File: config.mk
export PLATFORM = sky130hd
export DESIGN_NAME = clint
export DESIGN_NICKNAME = d
export VERILOG_FILES = /design/src/rtl/clint.sv
export SDC_FILE = /design/constraint.sdc
export NUM_CORES = 1
export LEC_CHECK = 0
export BUFFER_PORTS_ARGS = -buffer_cell sky130_fd_sc_hd__buf_4
export CAP_MARGIN = 20
export CORE_MARGIN = 4
export CORE_UTILIZATION = 61
export CTS_CLUSTER_SIZE = 14
export DETAILED_ROUTE_END_ITERATION = 8
export PLACE_DENSITY_LB_ADDON = 0.1
export SYNTH_ARGS = -nofsm -noshare
export SYNTH_HDL_FRONTEND = slang
export SYNTH_SLANG_ARGS = --single-unit
File: constraint.sdc
create_clock -name i_clk -period 3.15 [get_ports i_clk]
set_clock_uncertainty 0.05 [all_clocks]
set_input_delay 0.315 -clock i_clk [delete_from_list [all_inputs] [get_ports i_clk]]
set_output_delay 0.315 -clock i_clk [all_outputs]
set_load 0.1 [all_outputs]
File: src/rtl/clint.sv
// Core-local interruptor: 64-bit mtime/mtimecmp timer and msip software
// interrupt bit behind a 32-bit memory-mapped slave port with one-cycle ack.
module clint #(
   parameter int PRESCALE = 1,
   parameter int XLEN     = 32
) (
   input  logic            i_clk,
   input  logic            i_rst,
   input  logic            i_req,
   input  logic            i_we,
   input  logic [15:0]     i_addr,
   input  logic [XLEN-1:0] i_wdata,
   input  logic [3:0]      i_be,
   output logic [XLEN-1:0] o_rdata,
   output logic            o_ack,
   output logic            o_mtip,
   output logic            o_msip
);

   localparam int PW = (PRESCALE > 1) ? $clog2(PRESCALE) : 1;

   localparam logic [15:0] ADDR_MSIP     = 16'h0000;
   localparam logic [15:0] ADDR_MTCMP_LO = 16'h4000;
   localparam logic [15:0] ADDR_MTCMP_HI = 16'h4004;
   localparam logic [15:0] ADDR_MTIME_LO = 16'hBFF8;
   localparam logic [15:0] ADDR_MTIME_HI = 16'hBFFC;

   logic [PW-1:0]     r_pre;
   logic [2*XLEN-1:0] r_mtime;
   logic [2*XLEN-1:0] r_mtimecmp;
   logic              r_msip;
   logic              r_mtip;
   logic              r_ack;
   logic [XLEN-1:0]   r_rdata;

   logic [15:0]       w_word;
   logic              w_wr;
   logic              w_rd;
   logic              w_tick;
   logic              w_wr_mtime_lo;
   logic              w_wr_mtime_hi;
   logic              w_wr_cmp_lo;
   logic              w_wr_cmp_hi;
   logic              w_wr_msip;
   logic [2*XLEN-1:0] w_mtime_nxt;
   logic [XLEN-1:0]   w_rdata_mux;

   // Replace the byte lanes selected by be with the matching lanes of wd.
   function automatic logic [XLEN-1:0] f_merge(input logic [XLEN-1:0] old,
                                               input logic [XLEN-1:0] wd,
                                               input logic [3:0]      be);
      f_merge = old;
      for (int b = 0; b < 4; b++) begin
         if (be[b]) f_merge[8*b +: 8] = wd[8*b +: 8];
      end
   endfunction

   // Low address bits are masked off so every access is word-aligned.
   assign w_word = i_addr & 16'hFFFC;
   assign w_wr   = i_req & i_we;
   assign w_rd   = i_req & ~i_we;
   assign w_tick = (r_pre == PW'(PRESCALE - 1));

   assign w_wr_msip     = w_wr && (w_word == ADDR_MSIP);
   assign w_wr_cmp_lo   = w_wr && (w_word == ADDR_MTCMP_LO);
   assign w_wr_cmp_hi   = w_wr && (w_word == ADDR_MTCMP_HI);
   assign w_wr_mtime_lo = w_wr && (w_word == ADDR_MTIME_LO);
   assign w_wr_mtime_hi = w_wr && (w_word == ADDR_MTIME_HI);

   // Next mtime: a software write wins over the tick and suppresses that increment.
   always_comb begin
      // NOTE: default assigned first so no path through this block infers a latch.
      w_mtime_nxt = r_mtime;
      if (w_wr_mtime_lo || w_wr_mtime_hi) begin
         if (w_wr_mtime_lo) w_mtime_nxt[XLEN-1:0]      = f_merge(r_mtime[XLEN-1:0], i_wdata, i_be);
         if (w_wr_mtime_hi) w_mtime_nxt[2*XLEN-1:XLEN] = f_merge(r_mtime[2*XLEN-1:XLEN], i_wdata, i_be);
      end else if (w_tick) begin
         w_mtime_nxt = r_mtime + 1'b1;
      end
   end

   // Read mux over the register map; unmapped offsets read as zero.
   always_comb begin
      w_rdata_mux = '0;
      case (w_word)
         ADDR_MSIP:     w_rdata_mux = {{(XLEN-1){1'b0}}, r_msip};
         ADDR_MTCMP_LO: w_rdata_mux = r_mtimecmp[XLEN-1:0];
         ADDR_MTCMP_HI: w_rdata_mux = r_mtimecmp[2*XLEN-1:XLEN];
         ADDR_MTIME_LO: w_rdata_mux = r_mtime[XLEN-1:0];
         ADDR_MTIME_HI: w_rdata_mux = r_mtime[2*XLEN-1:XLEN];
         default:       w_rdata_mux = '0;
      endcase
   end

   // Prescaler, timer, compare, software bit and bus response registers.
   always_ff @(posedge i_clk or negedge i_rst) begin
      // NOTE: every register here is a plain flop with a defined reset value;
      // there is no storage array, so nothing is left uninitialised.
      if (!i_rst) begin
         r_pre      <= '0;
         r_mtime    <= '0;
         r_mtimecmp <= '1;
         r_msip     <= 1'b0;
         r_mtip     <= 1'b0;
         r_ack      <= 1'b0;
         r_rdata    <= '0;
      end else begin
         // NOTE: non-blocking assignments so every flop samples pre-edge values,
         // e.g. the compare below uses mtime/mtimecmp from before this edge.
         r_pre   <= w_tick ? '0 : r_pre + PW'(1);
         r_mtime <= w_mtime_nxt;
         r_mtip  <= (r_mtime >= r_mtimecmp);
         r_ack   <= i_req;
         if (w_wr_cmp_lo) r_mtimecmp[XLEN-1:0]      <= f_merge(r_mtimecmp[XLEN-1:0], i_wdata, i_be);
         if (w_wr_cmp_hi) r_mtimecmp[2*XLEN-1:XLEN] <= f_merge(r_mtimecmp[2*XLEN-1:XLEN], i_wdata, i_be);
         if (w_wr_msip && i_be[0]) r_msip <= i_wdata[0];
         if (w_rd) r_rdata <= w_rdata_mux;
      end
   end

   assign o_rdata = r_rdata;
   assign o_ack   = r_ack;
   assign o_mtip  = r_mtip;
   assign o_msip  = r_msip;

endmodule
==> results.sh <==
export IMPL_status="complete, no violations"
export IMPL_antenna_found_initial=0
export IMPL_hold_class="primary input to flip-flop"
export IMPL_post_place_cells=1442
export IMPL_instances_no_fill=1477
export IMPL_finalHoldViolations=0
export IMPL_grt_pass1_wl_um=51100
export IMPL_gp_congestion=0.993
export IMPL_area_delta_synth_final_pct=17.1
export IMPL_grt_overflow_total=0
export IMPL_netlist_area_leader_share_pct=23.7
export IMPL_rsz0062_at_grt="false"
export IMPL_post_cts_setup_buffers=0
export IMPL_finalCriticalPeriod_ns=2.89
export IMPL_ctsRootBufferMaster="clkbuf_16"
export IMPL_synthTopCellsByCount="157 x nand2_1, 103 x o21ai_0, 99 x dfrtp_1"
export IMPL_fin_crit_sh_pct=91.6
export IMPL_wl_met1_um=13000
export IMPL_crit_path_cell_trace="nand3_4 -> or4_1 -> or4_4 -> or3_1 -> mux2i_1 -> o211ai_1"
export IMPL_avgSynthCellArea_um2=9.17
export IMPL_n_antenna_cell=0
export IMPL_worst_pin_slew_ns=0.674
export IMPL_dpl_cell_area_um2=11600
export IMPL_cts_tree="built"
export IMPL_top_layer="met4"
export IMPL_r2r_slack_ns=0.26
export IMPL_powerDensity_nw_per_um2=391
export IMPL_rows=47
export IMPL_synth_edff_count=0
export IMPL_drt_iter0_drc=1121
export IMPL_via_count=9913
export IMPL_leakage_uw=0.00492
export IMPL_worstSetupPathType="flip-flop to flip-flop"
export IMPL_design_core_area_um2=16700
export IMPL_drv_cap=0
export IMPL_wl_per_cell_um=21.5
export IMPL_routed_wl_met3_um=2350
export IMPL_syn_area_um2=10400
export IMPL_cp_required_ns=3.41
export IMPL_chipWidth_um=139
export IMPL_setup_ws_ns=0.264
export IMPL_ys_top_cells_by_area="dfrtp_1 24%, dfstp_2 16%, mux2_2 8.7%"
export IMPL_timing_final_max_slew_violations=0
export IMPL_grt_pass1_vias=9622
export IMPL_hpwl_um=22700
export IMPL_critical_path_arrival_ns=3.15
export IMPL_grt_max_degree=65
export IMPL_fmax_mhz=346
export IMPL_dr_pass1_iters=7
export IMPL_fin_hold_ws_ns=0.0690
export IMPL_grtUsageTotal_pct=33.0
export IMPL_critPathMaxFanout=9
export IMPL_wl_met2_um=15100
export IMPL_clk_latency_ns=0.44
export IMPL_holdBufCountCts=2
export IMPL_synth_yosys_seq_area_share_pct=39.8
export IMPL_ys_flop_type="dfrtp_1"
export IMPL_clockBufferDepth=2
export IMPL_post_place_ws_ns=0.311
export IMPL_ys_types=61
export IMPL_numCtsBuffers=17
export IMPL_die_height_um=139
export IMPL_critPathTopFamily="simple AND/OR/NAND/NOR gates"
export IMPL_max_stage_delay_ns=0.70
export IMPL_ys_ff_latch=163
export IMPL_syn_nets=1259
export IMPL_via_per_inst=6.71
export IMPL_yosysTopAreaCell="dfrtp_1"
export IMPL_relSlewSlack_pct=55.0
export IMPL_routed_wl_um=31800
export IMPL_final_layout_size_suffix_gt1_share_pct=26.2
export IMPL_io_pin_count=91
export IMPL_layout_nets=1365
export IMPL_ant_nets=0
export IMPL_cts_sinks=163
export IMPL_htree_levels=4
export IMPL_synth_most_common_cell="nand2_1"
export IMPL_synthCells=1138
export IMPL_drc_errors=0
export IMPL_fin_setup_tns_ns=0
export IMPL_slowest_stage="or4_1"
export IMPL_path_buf_inv=0
export IMPL_clkSlewWorstSetupHoldPaths_ns=0.06
export IMPL_portBuffers=88
export IMPL_initial_core_util_pct=62.5
export IMPL_die_area_um2=19300
export IMPL_yosysWarnings=0
export IMPL_cts_resized=0
export IMPL_async_flop_share_pct=100
export IMPL_start_kind="flip-flop"
export IMPL_critPathCaptureType="flip-flop"
export IMPL_setup_viol=0
export IMPL_design_area_um2=12200
export IMPL_ir_drop_mv=0.399
cell usage in the layout (no fill, tap or decap), types with 4 or more instances in the layout:
| master | synthesis | layout |
|---|---|---|
| o211ai_1 | 15 | 15 |
| dfrtp_1 | 99 | 99 |
| a221oi_1 | 6 | 6 |
| nor4_1 | 19 | 16 |
| nor3_1 | 23 | 23 |
| and2_1 | 9 | 9 |
| a22oi_1 | 5 | 5 |
| and4_1 | 16 | 16 |
| o21bai_1 | 4 | 4 |
| o311ai_0 | 13 | 13 |
| a221o_1 | 10 | 10 |
| o21ai_0 | 103 | 103 |
| nand4_1 | 30 | 30 |
| a222oi_1 | 31 | 31 |
| buf_4 | 0 | 129 |
| mux2i_1 | 4 | 4 |
| dfstp_2 | 64 | 64 |
| nor3_2 | 4 | 4 |
| clkinv_2 | 0 | 6 |
| a21oi_1 | 40 | 40 |
| a21o_1 | 13 | 13 |
| and3_1 | 16 | 16 |
| or4_1 | 11 | 11 |
| nor2_1 | 46 | 44 |
| nand2_1 | 157 | 157 |
| a211oi_1 | 5 | 5 |
| nand3_1 | 53 | 53 |
| ha_1 | 65 | 65 |
| inv_1 | 77 | 77 |
| clkbuf_16 | 0 | 17 |
| a31oi_1 | 14 | 14 |
| mux2_2 | 81 | 81 |
| or3_1 | 8 | 8 |
| clkinv_4 | 0 | 4 |
power breakdown:
part           total (uW)  internal (uW)  switching [uW]
registers            2220           2140            79.6
clock network        2140           1240             895
logic                 428            177             251
total                4780           3560            1230
cell families after synthesis:
family,Yosys count,synth area share (%)
compound gates,283,18.2
fa+ha+maj,65,7.79
buf+inv,126,4.61
flops,163,39.8
mux,85,9.12
simple gates,416,20.4
sequential cells by signal, indices dropped and copies added (netlist names):
name / cells
o_ack: 1
o_msip: 1
o_mtip: 1
o_rdata: 32
r_mtime: 64
r_mtimecmp: 64
final timing paths:
path / startpoint / endpoint / cells past startpoint
min reg2reg: o_rdata[30]$_DFFE_PN0P_ / o_rdata[30]$_DFFE_PN0P_ / 2
min: i_wdata[8] / r_mtime[40]$_DFFE_PN0P_ / 3
max: r_mtime[3]$_DFFE_PN0P_ / r_mtime[34]$_DFFE_PN0P_ / 6
max in group asynchronous: i_rst / r_mtimecmp[6]$_DFFE_PN1P_ / 3
min in group asynchronous: i_rst / o_rdata[27]$_DFFE_PN0P_ / 2
max reg2reg: r_mtime[3]$_DFFE_PN0P_ / r_mtime[34]$_DFFE_PN0P_ / 6
worst register-to-register path, stage by stage, from the launching register on:
cell and delay, ns:
dfrtp_1 0.53, nand3_4 0.17, or4_1 0.70, or4_4 0.60, or3_1 0.39, mux2i_1 0.20
o211ai_1 0.11
routing by layer:
metal | GRT usage [%] | vias up
met3 | 5.59 | 102
li1 | - | 4506
met2 | 54.0 | 504
met1 | 43.5 | 4801
met5 | 0 | -
met4 | 14.4 | 0
layout make-up:
class                      instances  area [um^2]
clock inverter                    14          164
clock buffer                      18          429
multi-input combinational        849         5830
inverter                          78          293
sequential                       163         4160
fill                            1235         4480
timing repair buffer             135         1070
tap                              220          275
stage by stage:
step	total power, uW	util [%]
6_report	4780	73.2
5_1_grt	4950	73.2
4_1_cts	4790	73.0
3_5_place_dp	2660	69.3
3_3_place_gp	2650	69.3
2_1_floorplan	2420	-
Power figures use the tool's default switching activity.
